**src/rtl/cmd_tx.sv**
```systemverilog
// rtl/cmd_tx.sv - response packet transmitter for the host command link
//
// crc8   : combinational CRC-8 step, poly x^8+x^2+x+1 (8'h07), MSB first,
//          no reflection, no final xor.
//   i_data  in  8  byte to fold in
//   i_crc   in  8  running CRC
//   o_crc   out 8  updated CRC
//
// cmd_tx : serializes one memory request descriptor into a framed response
//          START, OP, SZ, A0..A3, HCRC [, N data bytes, DCRC for MREAD].
//   i_clk, i_rst                    clock, synchronous active-high reset
//   i_mreq_valid / o_mreq_ready     descriptor handshake
//   i_mreq_wr, i_mreq_wsize,
//   i_mreq_aincr, i_mreq_size,
//   i_mreq_addr                     descriptor fields, captured on handshake
//   i_tx_valid / o_tx_ready,
//   i_tx_data                       read data byte stream (MREAD only)
//   o_st_valid / i_st_ready,
//   o_st_data                       outgoing byte stream
//   o_busy                          packet in progress

module crc8 (
  input  logic [7:0] i_data,
  input  logic [7:0] i_crc,
  output logic [7:0] o_crc
);

  logic [7:0] c;

  always_comb begin
    c = i_crc ^ i_data;
    for (int i = 0; i < 8; i++) begin
      c = c[7] ? ((c << 1) ^ 8'h07) : (c << 1);
    end
    o_crc = c;
  end

endmodule

module cmd_tx #(
  parameter logic [7:0] P_START = 8'hA5
) (
  input  logic        i_clk,
  input  logic        i_rst,
  input  logic        i_mreq_valid,
  output logic        o_mreq_ready,
  input  logic        i_mreq_wr,
  input  logic [1:0]  i_mreq_wsize,
  input  logic        i_mreq_aincr,
  input  logic [7:0]  i_mreq_size,
  input  logic [31:0] i_mreq_addr,
  input  logic        i_tx_valid,
  input  logic [7:0]  i_tx_data,
  output logic        o_tx_ready,
  output logic        o_st_valid,
  output logic [7:0]  o_st_data,
  input  logic        i_st_ready,
  output logic        o_busy
);

  typedef enum logic [1:0] {
    S_IDLE = 2'd0,
    S_HDR  = 2'd1,
    S_DATA = 2'd2,
    S_DCRC = 2'd3
  } state_t;

  state_t state, state_nx;

  // Captured descriptor
  logic        wr_q;
  logic [1:0]  wsize_q;
  logic        aincr_q;
  logic [7:0]  size_q;
  logic [31:0] addr_q;
  logic [10:0] n_q;        // data byte count, 1..1024

  logic [2:0]  hdr_idx;    // index of the next header byte to load
  logic [10:0] data_cnt;   // data bytes already loaded this packet
  logic [7:0]  crc_q;      // shared accumulator: header CRC, then data CRC

  logic        load_ok;
  logic        mreq_hs;
  logic        tx_hs;
  logic        last_data;
  logic [7:0]  hdr_byte;
  logic [7:0]  crc_data;
  logic [7:0]  crc_in;
  logic [7:0]  crc_out;
  logic [10:0] words;
  logic [10:0] n_d;

  // Output register may take a new byte when empty or being drained.
  assign load_ok   = !o_st_valid || i_st_ready;
  assign mreq_hs   = i_mreq_valid && o_mreq_ready;
  assign tx_hs     = i_tx_valid && o_tx_ready;
  assign last_data = (data_cnt == (n_q - 11'd1));

  // Byte count from the live inputs, registered alongside the descriptor.
  assign words = {3'b000, i_mreq_size} + 11'd1;
  always_comb begin
    n_d = words;
    case (i_mreq_wsize)
      2'd1:    n_d = words << 1;
      2'd2:    n_d = words << 2;
      default: n_d = words;
    endcase
  end

  always_comb begin
    hdr_byte = P_START;
    case (hdr_idx)
      3'd0: hdr_byte = P_START;
      3'd1: hdr_byte = {2'b00, wsize_q, aincr_q, 2'b00, wr_q};
      3'd2: hdr_byte = size_q;
      3'd3: hdr_byte = addr_q[7:0];
      3'd4: hdr_byte = addr_q[15:8];
      3'd5: hdr_byte = addr_q[23:16];
      3'd6: hdr_byte = addr_q[31:24];
      3'd7: hdr_byte = crc_q;
      default: hdr_byte = P_START;
    endcase
  end

  // In IDLE the START byte may be loaded on the handshake edge itself, so the
  // CRC step is fed START with a fresh seed there.
  always_comb begin
    crc_data = hdr_byte;
    crc_in   = crc_q;
    case (state)
      S_IDLE: begin
        crc_data = P_START;
        crc_in   = 8'h00;
      end
      S_DATA:  crc_data = i_tx_data;
      default: crc_data = hdr_byte;
    endcase
  end

  crc8 u_crc8 (
    .i_data (crc_data),
    .i_crc  (crc_in),
    .o_crc  (crc_out)
  );

  // State register
  always_ff @(posedge i_clk) begin
    if (i_rst) state <= S_IDLE;
    else       state <= state_nx;
  end

  // Next-state logic
  always_comb begin
    state_nx = state;
    case (state)
      S_IDLE: if (mreq_hs) state_nx = S_HDR;
      S_HDR:  if (load_ok && (hdr_idx == 3'd7)) state_nx = wr_q ? S_IDLE : S_DATA;
      S_DATA: if (tx_hs && last_data) state_nx = S_DCRC;
      S_DCRC: if (load_ok) state_nx = S_IDLE;
      default: state_nx = S_IDLE;
    endcase
  end

  // Output logic
  always_comb begin
    o_mreq_ready = (state == S_IDLE) && !i_rst;
    o_tx_ready   = (state == S_DATA) && load_ok && !i_rst;
    o_busy       = (state != S_IDLE);
  end

  // Descriptor capture, header/data sequencing and the output register
  always_ff @(posedge i_clk) begin
    if (i_rst) begin
      wr_q       <= 1'b0;
      wsize_q    <= 2'd0;
      aincr_q    <= 1'b0;
      size_q     <= 8'h00;
      addr_q     <= 32'h0;
      n_q        <= 11'd1;
      hdr_idx    <= 3'd0;
      data_cnt   <= 11'd0;
      crc_q      <= 8'h00;
      o_st_valid <= 1'b0;
      o_st_data  <= 8'h00;
    end else begin
      if (o_st_valid && i_st_ready) o_st_valid <= 1'b0;

      case (state)
        S_IDLE: begin
          if (mreq_hs) begin
            wr_q     <= i_mreq_wr;
            wsize_q  <= i_mreq_wsize;
            aincr_q  <= i_mreq_aincr;
            size_q   <= i_mreq_size;
            addr_q   <= i_mreq_addr;
            n_q      <= n_d;
            data_cnt <= 11'd0;
            if (load_ok) begin
              o_st_valid <= 1'b1;
              o_st_data  <= P_START;
              crc_q      <= crc_out;
              hdr_idx    <= 3'd1;
            end else begin
              // Previous packet's last byte still held: START waits in HDR.
              crc_q   <= 8'h00;
              hdr_idx <= 3'd0;
            end
          end
        end
        S_HDR: begin
          if (load_ok) begin
            o_st_valid <= 1'b1;
            o_st_data  <= hdr_byte;
            hdr_idx    <= hdr_idx + 3'd1;
            // After HCRC goes out the accumulator restarts for the data CRC.
            crc_q      <= (hdr_idx == 3'd7) ? 8'h00 : crc_out;
          end
        end
        S_DATA: begin
          if (tx_hs) begin
            o_st_valid <= 1'b1;
            o_st_data  <= i_tx_data;
            crc_q      <= crc_out;
            data_cnt   <= data_cnt + 11'd1;
          end
        end
        S_DCRC: begin
          if (load_ok) begin
            o_st_valid <= 1'b1;
            o_st_data  <= crc_q;
          end
        end
        default: ;
      endcase
    end
  end

endmodule

```
**config.mk**
```make
export PLATFORM = sky130hd
export DESIGN_NAME = cmd_tx
export DESIGN_NICKNAME = d
export VERILOG_FILES = /design/src/rtl/cmd_tx.sv
export SDC_FILE = /design/constraint.sdc
export NUM_CORES = 1
export LEC_CHECK = 0
export CORE_AREA = 2 2 154 118
export DETAILED_ROUTE_END_ITERATION = 16
export DIE_AREA = 0 0 156 120
export PLACE_DENSITY = 0.55
export SETUP_SLACK_MARGIN = 0.1
export SYNTH_ARGS = -nofsm -noshare
export SYNTH_HDL_FRONTEND = slang
export SYNTH_HIERARCHICAL = 1
export SYNTH_SLANG_ARGS = --single-unit
export TNS_END_PERCENT = 100
```
**constraint.sdc**
```tcl
create_clock -name i_clk -period 2.87 [get_ports i_clk]
set_clock_uncertainty 0.1 [all_clocks]
set_input_delay 0.861 -clock i_clk [delete_from_list [all_inputs] [get_ports i_clk]]
set_output_delay 0.861 -clock i_clk [all_outputs]
set_load 0.005 [all_outputs]
```
## After elaboration in Yosys (flattened, before gate mapping)

Index checks and enable logic that the tools add are counted.

- Flip-flop bits (word level): 88
- Input port bits: 57
- Output and inout port bits: 12

- Add/subtract/negate cells: 4
- Equality and inequality tests: 20
- Bitwise logic cells: 9
- Multiplexer cells: 42
- Reduce and logical (&&, ||, !) cells: 24

Operators by type and width:

| cell | count |
|---|---|
| $mux W8 | 11 |
| $pmux W8 S8 | 1 |
| $pmux W11 S2 | 2 |
| $pmux W8 S4 | 1 |
| $mux W3 | 10 |
| $not A3 Y3 | 8 |
| $pmux W8 S3 | 1 |
| $mux W11 | 2 |
| $pmux W8 S2 | 1 |
| $ne A2 B2 Y1 const B | 7 |
| $eq A3 B3 Y1 const B | 4 |
| $add A11 B1 Y11 const B | 1 |
| $eq A11 B11 Y1 | 1 |
| $sub A11 B1 Y11 const B | 1 |
| $mux W2 | 5 |
| $add A8 B1 Y9 const B | 1 |
| $logic_and A1 B1 Y1 | 8 |
| $pmux W2 S4 | 1 |
| $reduce_and A4 Y1 | 2 |
| $xor A8 B8 Y8 | 1 |
| $eq A2 B2 Y1 const B | 3 |
| $eq A3 B2 Y1 const B | 2 |
| $pmux W3 S2 | 1 |
| $reduce_and A3 Y1 | 2 |
| 14 further kinds | 22 |

## Depth between registers and ports, before layout

- Word-level depth: 23
- Gate-level depth with buffers: 14
- Gate-level depth less buffers: 13

## Hierarchy

Netlist, hierarchy kept.

Modules (own cells, without submodules):

| module | cells an instance | area each (um^2) | sequential area each (um^2) | instances |
|---|---|---|---|---|
| cmd_tx | 615 | 4878.4 | 1761.7 | 1 |
| crc8 | 20 | 212.7 | 0.0 | 1 |

## Least setup slack after synthesis

OpenSTA, ideal clock, no wires.

- Path kind: register to register
- Start point: register hdr_idx[2]
- End point: register crc_q[2]
- Path slack: -0.150 ns
- Data required time: 2.700 ns
- Arrival time: 2.850 ns
- Cell stages (with the launch flop): 15
- Clock period less this slack: 3.020 ns
- Path buffers: 2
- Cell sequence: dfxtp_1 -> clkbuf_1 -> inv_1 -> ha_1 -> clkbuf_1 -> a222oi_1 -> o21a_1 -> o21ai_0 -> mux2i_1 -> nand2_1 -> xor2_1 -> xnor3_2 -> xnor2_1 -> nand3_1 -> a21oi_1

- Longest elaborated chain between the ends: 12
- Elaborated cells on any way between the ends: 26

RTL lines:

| item | RTL line | RTL |
|---|---|---|
| start, declared | 78 | `logic [2:0] hdr_idx;` |
| start signal, assigned | 214 | `hdr_idx <= hdr_idx + 3'd1;` |
| $eq A3 B3 Y1 (tied with other cells) | 112 | `case (hdr_idx)` |
| $pmux W8 S8 * | 112 |  |
| $pmux W8 S2 * | 130 | `case (state)` |
| net crc_data[0] | 87 | `logic [7:0] crc_data;` |
| $xor A8 B8 Y8 * | 31 | `c = i_crc ^ i_data;` |
| $not A3 Y3 (no line) | - |  |
| $mux W3 * | 33 | `c = c[7] ? ((c << 1) ^ 8'h07) : (c << 1);` |
| $not A3 Y3 (no line) | - |  |
| $mux W3 * (2 in series) | 33 |  |
| net crc_out[2] | 89 | `logic [7:0] crc_out;` |
| $mux W8 (on tied branches) | 216, 198 |  |
| $mux W8 (on tied branches) | 211, 190 |  |
| $pmux W8 S3 * | 188 | `case (state)` |
| end signal, assigned | 201 | `crc_q <= crc_out;` |
| end signal, assigned | 216 | `crc_q <= (hdr_idx == 3'd7) ? 8'h00 : crc_out;` |
| end signal, assigned | 223 | `crc_q <= crc_out;` |
| end, declared | 80 | `logic [7:0] crc_q;` |

The timed path passes the listed nets; every way through them passes the cells marked *. The select of a mux whose other input is x is not followed.
A chain may end at the register's enable or synchronous reset.

## Worst setup path in the final report

- Start point: register hdr_idx[0]
- End point: register crc_q[2]

The elaborated chain is that of the path after synthesis.

==> results.ini <==
[final_layout]
layout.cells.most_common = nand2_1
antenna_diode_instance_count = 0
most-common-layout-cells = 129 x nand2_1, 83 x dfxtp_1, 64 x clkdlybuf4s50_1
num-nets-final = 810
fraction_of_layout_instances_using_a_drive_strength_above_1_pct = 18.2
area_growth_pct = 37.4

[timing]
report.final.hold_viol_count = 0
final-max-slew-violation-count = 0
final-setup-viol-count = 4
final_period_minus_worst_setup_slack_ns = 2.98
transition_time_at_the_pin_with_the_least_slew_margin_ns = 0.581
setup_repair_after_global_routing_missed_its_margin = yes
fin_tns_setup_ns = -0.307
worst_max_slew_margin_expressed_relative_to_the_limit_pct = 60.8
fmax_ghz = 0.336
post-route-worst-setup-slack_ns = -0.108
post-route-period-util_pct = 104

[logic_synthesis]
synth_top_family_by_area = simple AND/OR/NAND/NOR gates
seq_area_frac_synth_pct = 34.6
synth.net_count = 708
synth-warning-count = 6
synth.lib_cells_used.distinct = 58
post_synth_xor_area_fraction_pct = 8.13
synth_simple_gate_area_share_pct = 28.0
synth_compound_area_share_pct = 19.9
async_flop_share_pct = 0
postSynth.topFlopCell = dfxtp_1
synth.area.mux_share_pct = 1.01
avgSynthCellArea_um2 = 8.02
synthAdderAreaFrac_pct = 3.93
synth_area_mm2 = 0.00509
synth-seq-cells = 88
synth_edf_count = 0
number_of_instances_in_the_synthesized_netlist = 635

[drt]
drt_iter0_drc = 470
totalWireLength_mm = 15.6
wire_per_inst_um = 16.2
routed-via-count = 4995
drt.antenna.violating_nets = 0
avgViaCountPerCell = 5.19
detail_route.drc_violations = 0
first_pass_iters = 5

[clock_network]
cts_sinks = 88
cts_inserted_buffers = 9
cts_tree = done
clkLatencyLatePin_ns = 0.36
htreeDepth = 3
cts.clk_slew.worst_paths_ns = 0.07
cts.path.max_buffers = 2
cts_root_buffer = clkbuf_16
hold_buffers = 0

[worst_setup_path]
worstReg2RegStart = hdr_idx[0]
crit_type = reg -> reg
worst_r2r_endpoint = crc_q[2]
worst_path_most_repeated_cell = buf_6
cp_num_buf_inv = 3
cp_data_arrival_time_ns = 3.16
ff2ff_path_depth = 13
cp-start-kind = register
critical_path.max_stage_delay_ns = 0.51
critical_path_required_ns = 3.05
path_delay_family = XOR/XNOR gates
worstPathMaxFanout = 4
r2r_slack_ns = -0.11
worst_setup_path_end_kind = register
worst_path_max_delay_cell = xnor3_2
critical_path.cell_chain = inv_4, ha_4, buf_6, buf_6, a222oi_1, o21ai_4, mux2i_1, nand2_1, xor2_1, xnor3_2, xnor2_2, nand3_1, a21oi_1

[floorplanning]
num_rows = 42
die_w_um = 156
io_pins = 69
starting_density_of_the_core_pct = 29.4
die-area_mm2 = 0.0187
floorplan_core_area_mm2 = 0.0173
chip_height_um = 120

[global_route]
overflow = 0
grt_antenna_before_repair = 0
grt_start_max_net_pins = 85
vias_in_the_first_global_route = 4759
grt.total_usage_pct = 16.7
grt_pass1_wl_mm = 24.8

[placed_design]
gp_routability_congestion = 0.931
input_output_buffers = 68
place.detailed.hpwl_mm = 11.2
dp_worst_setup_slack_ns = -0.272

[pwr]
power_density_mw_per_mm2 = 745
p_total_mw = 5.21
p_leak_nw = 2.77
power.ir.vdd_worst_uv = 311

[worst_hold_path]
holdCritStartpoint = o_st_data[1]
timing.hold.worst_path_depth = 2
min_path_type = reg -> reg
hold_path_end = o_st_data[1]

[status]
violations = negative setup slack
run_status = finished, violations left

[job]
cap_violations = 0

[layer usage]
metal | global-route usage, % | up-vias | part of all wire (%)
met4 | 5.22 | 0 | 0.92
met5 | 0 | - | 0
met3 | 3.83 | 12 | 6.6
met2 | 24.0 | 172 | 43
li1 | - | 2466 | -
met1 | 24.6 | 2345 | 50
[Yosys cell counts, drive strengths merged (2+ instances only)]
master | n | area (um^2)
o211ai | 8 | 60.1
nand2b | 10 | 62.6
or2 | 2 | 12.5
o211a | 3 | 30.0
a21o | 5 | 37.5
nand2 | 129 | 484
a311oi | 5 | 43.8
nor4 | 3 | 18.8
xnor3 | 2 | 47.6
clkbuf | 37 | 139
nand3 | 24 | 120
a31oi | 4 | 25.0
a22oi | 8 | 60.1
and2 | 3 | 18.8
nor3 | 6 | 35.0
a21oi | 41 | 209
o21a | 3 | 22.5
a222oi | 13 | 130
and3 | 4 | 25.0
a211oi | 3 | 22.5
buf | 6 | 25.0
o41ai | 2 | 25.0
xor2 | 17 | 156
nor2b | 14 | 95.1
o31ai | 3 | 22.5
or3 | 7 | 48.8
o21ai | 18 | 90.1
a221oi | 4 | 35.0
xnor2 | 24 | 210
ha | 16 | 200
nand3b | 46 | 345
nor2 | 29 | 109
inv | 15 | 56.3
nand4 | 6 | 37.5
a221o | 6 | 60.1
a22o | 5 | 43.8
dfxtp | 88 | 1760
mux2i | 4 | 40.0
[how the worst max path moves through the flow]
stage | start | end | slack (ns) | depth (start not counted)
after floorplan | hdr_idx[0] | crc_q[2] | 0.1 | 14
after global placement | i_st_ready | o_tx_ready | -0.32 | 4
after detailed placement | i_st_ready | o_tx_ready | -0.27 | 4
after CTS | hdr_idx[0] | crc_q[2] | -0.11 | 15
after global routing | hdr_idx[1] | crc_q[2] | -0.27 | 14
final | hdr_idx[0] | crc_q[2] | -0.11 | 13
[state kept, by name, indices dropped and copies added, names as in the netlist, 2 cells and up, named ones only]
signal / count
hdr_idx: 3
data_cnt: 11
n_q: 11
addr_q: 32
size_q: 8
wsize_q: 2
o_st_data: 8
crc_q: 8
[logic make-up (layout without fill, tap and decap cells)]
| group | Yosys count | count (layout) |
|---|---|---|
| AO/OA/AOI/OAI | 140 | 140 |
| multiplexers | 5 | 5 |
| adder cells (fa/ha/maj) | 16 | 16 |
| XOR/XNOR | 43 | 43 |
| AND/OR/NAND/NOR | 284 | 284 |
| flip-flops | 88 | 88 |
| buffers and inverters | 59 | 166 |
[power breakdown]
part	internal, mW	total [mW]	switching, mW	leakage, nW
clock network	0.618	1.20	0.581	0.148
logic	1.14	2.36	1.22	1.90
registers	1.45	1.65	0.200	0.724
total	3.21	5.21	2.00	2.77
[repair_timing]
| action | CTS | global route |
|---|---|---|
| gates resized for setup | 28 | 28 |
| endpoints found under the hold margin | 0 | 0 |
| endpoints found under the setup margin | 11 | 13 |
| pin swaps | 12 | 15 |
| buffers inserted | 12 | 8 |
[area by class of cell]
| type | count | area [um^2] |
|---|---|---|
| fillers | 1727 | 10300 |
| multi-input cells | 488 | 3320 |
| flip-flops and latches | 88 | 1770 |
| repair buffers | 134 | 1270 |
| well taps | 220 | 275 |
| clock buffers | 9 | 225 |
| clock inverters | 7 | 73.8 |
| inverters | 16 | 62.6 |
[worst reg2reg max path, stage by stage, from the launching register on]
cell	delay (ns)
dfxtp_4	0.40
inv_4	0.05
ha_4	0.18
buf_6	0.12
buf_6	0.11
a222oi_1	0.51
o21ai_4	0.12
mux2i_1	0.16
nand2_1	0.08
xor2_1	0.16
xnor3_2	0.51
xnor2_2	0.19
nand3_1	0.08
a21oi_1	0.15
[stage by stage]
stage / cells / hold slack [ns] / util [%] / cell area [um^2]
finish: 962 / 0.361 / 40.5 / 6990
CTS: 954 / 0.366 / 39.4 / 6820
floorplan: 635 / 0.343 / - / 5140
global route: 962 / 0.396 / 40.5 / 6990
global placement: 926 / 0.354 / 36.6 / 6320
detailed placement: 926 / 0.355 / 36.6 / 6320
(Power assumes the default switching activity.)
